File: config.mk
export PLATFORM = sky130hd
export DESIGN_NAME = fetch_unit_flat
export DESIGN_NICKNAME = d
export VERILOG_FILES = /design/src/rtl/fetch_unit_if.sv /design/src/rtl/fetch_unit.sv /design/src/flat_wrapper.sv
export SDC_FILE = /design/constraint.sdc
export NUM_CORES = 1
export LEC_CHECK = 0
export BUFFER_PORTS_ARGS = -buffer_cell sky130_fd_sc_hd__buf_2
export CORE_AREA = 8 8 97 186
export DETAILED_ROUTE_END_ITERATION = 10
export DIE_AREA = 0 0 105 194
export MAX_ROUTING_LAYER = met4
export PLACE_DENSITY = 0.72
export SLEW_MARGIN = 20
export SYNTH_ARGS = -nofsm -noshare
export SYNTH_HDL_FRONTEND = slang
export SYNTH_SLANG_ARGS = --single-unit
File: constraint.sdc
create_clock -name clk -period 6.2 [get_ports clk]
set_input_delay 1.24 -clock clk [delete_from_list [all_inputs] [get_ports clk]]
set_output_delay 1.24 -clock clk [all_outputs]
set_load 0.005 [all_outputs]
File: src/rtl/fetch_unit_if.sv
// ---------------------------------------------------------------------------
// fetch_unit_if
// Bundles every non-clock, non-reset signal of the instruction fetch stage.
//   redirect_valid / redirect_pc   : PC redirect from the branch unit
//   imem_req_valid/ready/addr      : word fetch request to instruction memory
//   imem_rsp_valid / imem_rsp_data : 1-cycle response pulse from memory
//   inst_valid/ready/data/pc       : fetch queue head presented to decode
//   misalign_err                   : pulse when a redirect target is unaligned
// Modports:
//   master : the fetch unit itself
//   slave  : the surroundings (branch unit, memory, decode)
// ---------------------------------------------------------------------------
interface fetch_unit_if;
    logic        redirect_valid;
    logic [31:0] redirect_pc;
    logic        imem_req_valid;
    logic        imem_req_ready;
    logic [31:0] imem_req_addr;
    logic        imem_rsp_valid;
    logic [31:0] imem_rsp_data;
    logic        inst_valid;
    logic        inst_ready;
    logic [31:0] inst_data;
    logic [31:0] inst_pc;
    logic        misalign_err;

    modport master (
        input  redirect_valid, redirect_pc,
        input  imem_req_ready, imem_rsp_valid, imem_rsp_data,
        input  inst_ready,
        output imem_req_valid, imem_req_addr,
        output inst_valid, inst_data, inst_pc,
        output misalign_err
    );

    modport slave (
        output redirect_valid, redirect_pc,
        output imem_req_ready, imem_rsp_valid, imem_rsp_data,
        output inst_ready,
        input  imem_req_valid, imem_req_addr,
        input  inst_valid, inst_data, inst_pc,
        input  misalign_err
    );
endinterface

File: src/rtl/fetch_unit.sv
// ---------------------------------------------------------------------------
// fetch_unit
// Instruction fetch stage of the RV32 core. Owns the architectural fetch PC,
// issues one word fetch at a time to instruction memory, buffers returned
// instructions in a small {pc,inst} queue for decode, and restarts at the
// branch target on a redirect, discarding wrong-path work.
// Parameters:
//   RESET_PC : fetch PC loaded on reset
//   DEPTH    : fetch queue entries (power of 2, >= 2)
// Ports:
//   clk : clock, all state changes on the rising edge
//   rst : asynchronous active-high reset
//   bus : fetch_unit_if.master (redirect, imem request/response, decode side)
// ---------------------------------------------------------------------------
module fetch_unit #(
    parameter logic [31:0] RESET_PC = 32'h0000_0000,
    parameter int          DEPTH    = 2
) (
    input  logic         clk,
    input  logic         rst,
    fetch_unit_if.master bus
);
    localparam int PTR_W = $clog2(DEPTH);
    localparam int CNT_W = PTR_W + 1;
    localparam logic [CNT_W-1:0] FULL = CNT_W'(DEPTH);

    // REQ: may issue a request. WAIT: a good request is in flight.
    // DRAIN: an in-flight request became wrong-path; its response is dropped.
    typedef enum logic [1:0] {REQ, WAIT, DRAIN} state_t;

    state_t           state;
    logic [31:0]      fetch_pc;
    logic             misalign_q;
    logic [CNT_W-1:0] count;
    logic [PTR_W-1:0] rd_ptr;
    logic [PTR_W-1:0] wr_ptr;
    logic [31:0]      pc_mem   [DEPTH];
    logic [31:0]      inst_mem [DEPTH];
    logic             handshake;
    logic             push;
    logic             pop;

    // A request goes out only when a queue slot is guaranteed free for its
    // response, so a push can never overflow. Reset gates it so nothing is
    // requested while rst is held.
    assign bus.imem_req_valid = !rst && (state == REQ) && (count < FULL);
    assign bus.imem_req_addr  = fetch_pc;
    assign bus.inst_valid     = (count != '0);
    assign bus.inst_data      = inst_mem[rd_ptr];
    assign bus.inst_pc        = pc_mem[rd_ptr];
    assign bus.misalign_err   = misalign_q;

    // A redirect voids both the push of a returning response and any pop
    // decode attempts in the same cycle.
    assign handshake = bus.imem_req_valid && bus.imem_req_ready;
    assign push      = !bus.redirect_valid && (state == WAIT) && bus.imem_rsp_valid;
    assign pop       = !bus.redirect_valid && bus.inst_valid && bus.inst_ready;

    // Fetch control FSM: owns fetch_pc and the misalign pulse. A redirect
    // always wins; if a request is still in flight the FSM goes to DRAIN so
    // the stale response is swallowed, otherwise straight back to REQ.
    always_ff @(posedge clk or posedge rst) begin
        if (rst) begin
            state      <= REQ;
            fetch_pc   <= RESET_PC;
            misalign_q <= 1'b0;
        end else begin
            misalign_q <= 1'b0;
            if (bus.redirect_valid) begin
                fetch_pc   <= {bus.redirect_pc[31:2], 2'b00};
                misalign_q <= (bus.redirect_pc[1:0] != 2'b00);
                case (state)
                    REQ:     state <= handshake ? DRAIN : REQ;
                    WAIT:    state <= bus.imem_rsp_valid ? REQ : DRAIN;
                    DRAIN:   state <= bus.imem_rsp_valid ? REQ : DRAIN;
                    default: state <= REQ;
                endcase
            end else begin
                case (state)
                    REQ: begin
                        if (handshake) begin
                            state <= WAIT;
                        end
                    end
                    WAIT: begin
                        if (bus.imem_rsp_valid) begin
                            fetch_pc <= fetch_pc + 32'd4;
                            state    <= REQ;
                        end
                    end
                    DRAIN: begin
                        if (bus.imem_rsp_valid) begin
                            state <= REQ;
                        end
                    end
                    default: state <= REQ;
                endcase
            end
        end
    end

    // Fetch queue: circular buffer of {pc,inst}. The head is read straight
    // out of storage, which is cleared on reset so inst_data/inst_pc start
    // at zero. A redirect flushes by rewinding both pointers.
    always_ff @(posedge clk or posedge rst) begin
        if (rst) begin
            count  <= '0;
            rd_ptr <= '0;
            wr_ptr <= '0;
            for (int i = 0; i < DEPTH; i++) begin
                pc_mem[i]   <= '0;
                inst_mem[i] <= '0;
            end
        end else if (bus.redirect_valid) begin
            count  <= '0;
            rd_ptr <= '0;
            wr_ptr <= '0;
        end else begin
            if (push) begin
                pc_mem[wr_ptr]   <= fetch_pc;
                inst_mem[wr_ptr] <= bus.imem_rsp_data;
                wr_ptr           <= wr_ptr + 1'b1;
            end
            if (pop) begin
                rd_ptr <= rd_ptr + 1'b1;
            end
            count <= count + CNT_W'(push) - CNT_W'(pop);
        end
    end
endmodule

File: src/flat_wrapper.sv
// flat-port wrapper written by rule: the top's interface ports become plain ports
module fetch_unit_flat 
#(
    parameter logic [31:0] RESET_PC = 32'h0000_0000,
    parameter int          DEPTH    = 2
)
  (clk, rst, bus_redirect_valid, bus_redirect_pc, bus_imem_req_ready, bus_imem_rsp_valid, bus_imem_rsp_data, bus_inst_ready, bus_imem_req_valid, bus_imem_req_addr, bus_inst_valid, bus_inst_data, bus_inst_pc, bus_misalign_err);
  fetch_unit_if bus_i ();
  input  logic clk;
  input  logic rst;
  input wire logic [$bits(bus_i.redirect_valid)-1:0] bus_redirect_valid;
  input wire logic [$bits(bus_i.redirect_pc)-1:0] bus_redirect_pc;
  input wire logic [$bits(bus_i.imem_req_ready)-1:0] bus_imem_req_ready;
  input wire logic [$bits(bus_i.imem_rsp_valid)-1:0] bus_imem_rsp_valid;
  input wire logic [$bits(bus_i.imem_rsp_data)-1:0] bus_imem_rsp_data;
  input wire logic [$bits(bus_i.inst_ready)-1:0] bus_inst_ready;
  output wire logic [$bits(bus_i.imem_req_valid)-1:0] bus_imem_req_valid;
  output wire logic [$bits(bus_i.imem_req_addr)-1:0] bus_imem_req_addr;
  output wire logic [$bits(bus_i.inst_valid)-1:0] bus_inst_valid;
  output wire logic [$bits(bus_i.inst_data)-1:0] bus_inst_data;
  output wire logic [$bits(bus_i.inst_pc)-1:0] bus_inst_pc;
  output wire logic [$bits(bus_i.misalign_err)-1:0] bus_misalign_err;
  assign bus_i.redirect_valid = bus_redirect_valid;
  assign bus_i.redirect_pc = bus_redirect_pc;
  assign bus_i.imem_req_ready = bus_imem_req_ready;
  assign bus_i.imem_rsp_valid = bus_imem_rsp_valid;
  assign bus_i.imem_rsp_data = bus_imem_rsp_data;
  assign bus_i.inst_ready = bus_inst_ready;
  assign bus_imem_req_valid = bus_i.imem_req_valid;
  assign bus_imem_req_addr = bus_i.imem_req_addr;
  assign bus_inst_valid = bus_i.inst_valid;
  assign bus_inst_data = bus_i.inst_data;
  assign bus_inst_pc = bus_i.inst_pc;
  assign bus_misalign_err = bus_i.misalign_err;
  fetch_unit #(.RESET_PC(RESET_PC), .DEPTH(DEPTH)) u_core (.clk(clk), .rst(rst), .bus(bus_i));
endmodule
==> out/qor.yml, run 1 <==
global_route:
  grt_pass1_vias: 5657
  overflow: 0
  track_usage_pct: 17.9
  grt_pass1_wl_um: 29100
  grt_max_degree: 106
  grt_antenna_before_repair: 0
floorplan:
  die_w_um: 105
  io_pins: 169
  dieArea_sq_um: 20400
  initial_core_util_pct: 48.8
  die_h_um: 194
  placementRows: 65
  core_area_sq_um: 15600
sta:
  worst-slew-pin-transition_ns: 0.966
  fin_crit_sh_pct: 57.7
  slew_headroom_pct: 35.4
  clock_skew_ns: 0.0121
  final.setup.tns_ns: 0
  holdWs_ns: 0.498
  drv_slew: 0
  rsz0062_at_grt: "false"
  finalSetupViolCount: 0
  fmax_ghz: 0.279
  fin_crit_ns: 3.58
  hold_violations: 0
clock_tree:
  holdBufCountCts: 0
  numCtsBuffers: 17
  cts_max_level: 4
  clock_insertion_delay_worst_skew_ns: 0.42
  cts_tree: "built"
  cts-root-buf: "clkbuf_16"
  ctsResizeCount: 0
  cts_max_path_buffers: 2
  path_clk_slew_ns: 0.06
  post-cts-setup-buffers: 0
  cts.sinks: 161
pwr:
  ir_drop_mv: 0.223
  p_leak_nw: 4.37
  p_per_area_nw_per_um2: 359
  power_w: 0.00325
yosys:
  synth.distinct_cells: 48
  syn-mean-instance-area_sq_um: 12.9
  yosysWarnings: 0
  synthSimpleGateAreaFrac_pct: 9.06
  ys_seq_area_share_pct: 52.9
  synth.area.top_cells: "dfrtp_1 53%, mux2_2 28%, nand2_1 1.4%"
  synthArstFlopShare_pct: 100
  synth_area_sq_um: 7620
  ys.flop_type: "dfrtp_1"
  ys_seq_elements: 161
  synthAdderAreaFrac_pct: 0.985
  synth_edf_count: 0
  synth_compound_area_share_pct: 4.10
  synth_top_family_by_area: "multiplexers"
  synth_top_area_share_pct: 52.9
  synth-xor-area-share_pct: 1.84
  synth.area.mux_share_pct: 27.8
  synth_cells: 592
  synth_area_leader_cell: "dfrtp_1"
worst_setup_path:
  start_kind: "register"
  critPathKind: "register to output pin"
  r2r_end: "u_core.pc_mem[2]"
  timing.rr.start: "u_core.state[1]"
  worstPathArrival_ns: 2.34
  endpoint_kind: "output pin"
  r2r_setup_slack_ns: 3.44
  cp_max_fo: 35
  startpoint: "u_core.rd_ptr"
  reg2reg_depth: 7
  required_ns: 4.96
job:
  maxCapViolCount: 0
finish:
  diodes: 0
  final_cell_mix: "187 x mux2_2, 164 x buf_2, 160 x dfrtp_1, 27 x nand2_1, 23 x nor2_1"
  nFillCells: 1346
  fin_area_sq_um: 9050
  syn2layout_area_growth_pct: 18.8
  final_util_pct: 58.0
  final_common_cell: "mux2_2"
  drive_above_1_share_pct: 52.9
  layout.nets: 817
detailed_routing:
  drc: 0
  firstDrtPassIters: 5
  drt_first_iter_violations: 208
  vias_per_cell: 5.43
  ant_nets: 0
  post_drt_wl_per_cell_um: 18.1
  drt-total-wl_um: 17300
  num_vias: 5187
min_path:
  hp-class: "register to register"
  whs_endpoint: "u_core.inst_mem[15]"
  hold_path_depth: 1
  hp-start: "u_core.inst_mem[15]"
place:
  portBuffers: 164
  dpl-instance-area_sq_um: 8520
  dpl.hpwl_um: 11800
  gp_congestion: 0.780
run_status:
  status: "completed"
-- through the flow --
stage	worst slack, ns	cells
3_5_place_dp	2.42	923
5_1_grt	2.48	955
3_3_place_gp	2.46	923
6_report	2.62	955
4_1_cts	2.58	955
2_1_floorplan	0.612	595
-- state kept, by name (all words and copies together), names as in the netlist --
register,count
u_core.pc_mem,60
u_core.wr_ptr,1
u_core.state,2
u_core.inst_mem,64
u_core.count,2
u_core.rd_ptr,1
u_core.bus.imem_req_addr,30
u_core.bus.misalign_err,1
-- power breakdown --
group / internal [W] / switching, W
sequential: 0.00130 / 0.000157
combinational: 0.000517 / 0.000324
clock: 0.000518 / 0.000437
-- layer usage --
layer	part of all wire [%]	global-route usage, %	wire length, um
met5	0	-	0
met3	5.5	4.19	951
met2	48	27.4	8210
met1	46	22.8	7920
met4	1.0	5.91	180
-- synth_stat cells, types with 2 or more instances --
| cell | count |
|---|---|
| a21oi_1 | 4 |
| o21ai_0 | 16 |
| clkbuf_1 | 14 |
| buf_2 | 10 |
| and2_1 | 2 |
| buf_4 | 5 |
| and3_1 | 4 |
| and4_1 | 4 |
| dfrtp_1 | 161 |
| or4_1 | 13 |
| nor2b_1 | 3 |
| nor3_1 | 2 |
| nor4_1 | 2 |
| buf_6 | 4 |
| xor2_1 | 9 |
| xnor2_1 | 7 |
| nand2_1 | 28 |
| ha_1 | 6 |
| a22oi_1 | 2 |
| nand3_1 | 13 |
| nand4_1 | 12 |
| and4_2 | 2 |
| inv_1 | 6 |
| o31ai_1 | 12 |
| or3_1 | 3 |
| mux2_2 | 187 |
| a31oi_1 | 13 |
| buf_1 | 6 |
| nor2_1 | 23 |
-- how the worst max path moves through the flow --
| stage | endpoint | slack (ns) | cells after the start |
|---|---|---|---|
| floorplan | u_core.bus.imem_req_addr[10] | 0.61 | 1 |
| global placement | u_core.inst_mem[16] | 2.46 | 5 |
| detailed placement | u_core.pc_mem[2] | 2.42 | 5 |
| CTS | bus_inst_pc[10] | 2.58 | 3 |
| global route | bus_inst_data[15] | 2.48 | 3 |
| finish | bus_inst_data[15] | 2.62 | 3 |
-- kinds of logic (layout without fill, tap and decap cells) --
family / after synthesis / after routing
AND/OR/NAND/NOR: 123 / 123
XOR/XNOR: 16 / 16
multiplexers: 188 / 188
flip-flops: 161 / 161
other: 1 / 4
adder cells (fa/ha/maj): 6 / 6
buffers and inverters: 47 / 206
AO/OA/AOI/OAI: 50 / 50
-- critical path, cell delays in order (launching register included) --
cell and delay (ns):
dfrtp_2 0.81, buf_4 0.56, mux2_2 0.41, buf_2 0.13
-- final cells by class --
class	instances	area, sq um	share of cell area [%]
Clock buffer	19	433	4.78
Clock inverter	13	104	1.15
Inverter	6	27.5	0.304
Multi-Input combinational cell	387	3360	37.1
Sequential cell	161	4030	44.5
Tap cell	201	251	2.78
Timing Repair Buffer	168	851	9.40
No activity file was read; power rests on OpenSTA's default activity.
==> run 2, diff against run 1 <==
clock period = 3.46 ns   (was 6.2 ns; I/O delays follow)
==> out/qor.yml, run 2 (synthesis gave the netlist of run 1 again) <==
sta:
  final.setup.tns_ns: 0  # unchanged
  fin_crit_ns: 2.66
  slew_headroom_pct: 54.8  # +19 points
  drv_slew: 0  # unchanged
  fmax_ghz: 0.376
  rsz0062_at_grt: "false"
  hold_violations: 0  # unchanged
  worst-slew-pin-transition_ns: 0.678  # -0.288 ns
  fin_crit_sh_pct: 76.8
  clock_skew_ns: 0.0121  # +0.00000800 ns
  finalSetupViolCount: 0  # unchanged
min_path:
  hp-class: "input pin to async pin"
clock_tree:
  cts_max_path_buffers: 2  # unchanged
  numCtsBuffers: 17  # unchanged
  path_clk_slew_ns: 0.07  # about the same
  holdBufCountCts: 0  # unchanged
  cts_max_level: 4  # unchanged
  ctsResizeCount: 0  # unchanged
  cts-root-buf: "clkbuf_16"
  clock_insertion_delay_worst_skew_ns: 0.42  # about the same
  cts.sinks: 161  # unchanged
  cts_tree: "built"
  post-cts-setup-buffers: 0  # unchanged
worst_setup_path:
  timing.rr.start: "u_core.state[1]"
  cp_max_fo: 32  # -8.6%
  endpoint_kind: "output pin"
  crit_buf_inv: 2  # unchanged
  critPathKind: "register to output pin"
  required_ns: 2.77  # -2.19 ns
  r2r_end: "u_core.bus.imem_req_addr[30]"
  start_kind: "register"
  cp_cell_sequence: "buf_12, mux2_2, buf_2"
  r2r_setup_slack_ns: 1.20  # -2.24 ns
  cp_slowest_cell: "dfrtp_2"
  worstPathArrival_ns: 1.96  # -0.38 ns
  path_delay_family: "flip-flops"
  reg2reg_depth: 6  # -1
  slowest_delay_ns: 0.72  # -0.09 ns
finish:
  layout.nets: 824  # +0.86%
  nFillCells: 1322  # -1.8%
  layout.cells.non_filler: 961  # +0.63%
  final_common_cell: "mux2_2"
  final-seq-area_sq_um: 4030  # unchanged
  top_register: "u_core.inst_mem"
  syn2layout_area_growth_pct: 19.8
  largest_reg_flops: 64  # unchanged
  final_util_pct: 58.5  # +0.49 points
  drive_above_1_share_pct: 53.5  # +0.57 points
  multi_input_area_sq_um: 3360  # unchanged
  final_cell_mix: "187 x mux2_2, 164 x buf_2, 160 x dfrtp_1, 27 x nand2_1, 23 x nor2_1"
floorplan:
  die_w_um: 105  # unchanged
  dieArea_sq_um: 20400  # unchanged
  initial_core_util_pct: 48.8  # unchanged
  die_h_um: 194  # unchanged
  core_area_sq_um: 15600  # unchanged
  placementRows: 65  # unchanged
  io_pins: 169  # unchanged
place:
  place_inst: 930  # +0.76%
  gp_congestion: 0.783  # +0.46%
  dpl.hpwl_um: 12200  # +3.3%
  portBuffers: 164  # unchanged
detailed_routing:
  drt_first_iter_violations: 158  # -24%
  vias_per_cell: 5.47  # +0.70%
  drt-total-wl_um: 17400  # +1.0%
  drc: 0  # unchanged
  post_drt_wl_per_cell_um: 18.2  # +0.42%
  ant_nets: 0  # unchanged
  num_vias: 5256  # +1.3%
  firstDrtPassIters: 4  # -1
job:
  maxCapViolCount: 0  # unchanged
global_route:
  grt_pass1_vias: 5636  # -0.37%
  grt_antenna_before_repair: 1  # +1
  track_usage_pct: 18.0  # +0.17 points
  grt_max_degree: 63  # -41%
  overflow: 0  # unchanged
  grt_pass1_wl_um: 29000  # -0.40%
run_status:
  status: "completed"
pwr:
  p_per_area_nw_per_um2: 641  # +78%
  ir_drop_mv: 0.433  # +94%
  p_leak_nw: 4.42  # +1.2%
==> run 2: worst reg2reg max path, delay by kind of cell, from the launching register on <==
| family | cells | cell delay [ns] |
|---|---|---|
| flip-flops | 1 | 0.41 |
| adder cells (fa/ha/maj) | 1 | 0.21 |
| AO/OA/AOI/OAI | 1 | 0.20 |
| buffers and inverters | 1 | 0.09 |
| AND/OR/NAND/NOR | 3 | 1.24 |
==> run 2: layout make-up <==
class                   count  area share, %
flip-flops and latches    161           44.1
clock buffers              18           4.81
clock inverters            12           1.04
inverters                   6          0.288
well taps                 201           2.75
diodes                      1         0.0274
repair buffers            175           10.2
multi-input cells         387           36.8
==> run 2: where the power goes <==
part | internal (W) | switching [W] | total (W)
Combinational | 0.000934 | 0.000578 | 0.00151
Sequential | 0.00233 | 0.000281 | 0.00261
Clock | 0.000990 | 0.000739 | 0.00173
==> run 2: stage by stage <==
step | area, sq um | hold slack [ns] | setup WS (ns) | total power (W)
after global routing | 9130 | 0.354 | 0.705 | 0.00620
after detailed placement | 8590 | 0.488 | 1.12 | 0.00419
after global placement | 8590 | 0.481 | 1.16 | 0.00412
after CTS | 9130 | 0.324 | 0.739 | 0.00594
after floorplan | 7640 | 0.474 | 0.725 | 0.00353
final | 9130 | 0.329 | 0.803 | 0.00585
==> run 2: worst max path at each step <==
| stage | from | to | slack [ns] | cells after the start |
|---|---|---|---|---|
| after floorplan | rst | u_core.bus.imem_req_addr[10] | 0.73 | 1 |
| after global routing | u_core.rd_ptr | bus_inst_pc[17] | 0.70 | 3 |
| after CTS | u_core.rd_ptr | bus_inst_pc[12] | 0.74 | 3 |
| after detailed placement | bus_imem_rsp_valid | u_core.bus.imem_req_addr[30] | 1.12 | 5 |
| final | u_core.rd_ptr | bus_inst_pc[11] | 0.80 | 3 |
| after global placement | bus_imem_rsp_valid | u_core.bus.imem_req_addr[30] | 1.16 | 5 |
==> run 2: routing by layer <==
layer  global-route usage [%]  share of wire (%)
met1                     21.6                 44
met2                     28.6                 49
met3                     5.16                5.9
met4                     5.75                1.5
met5                        -                  0
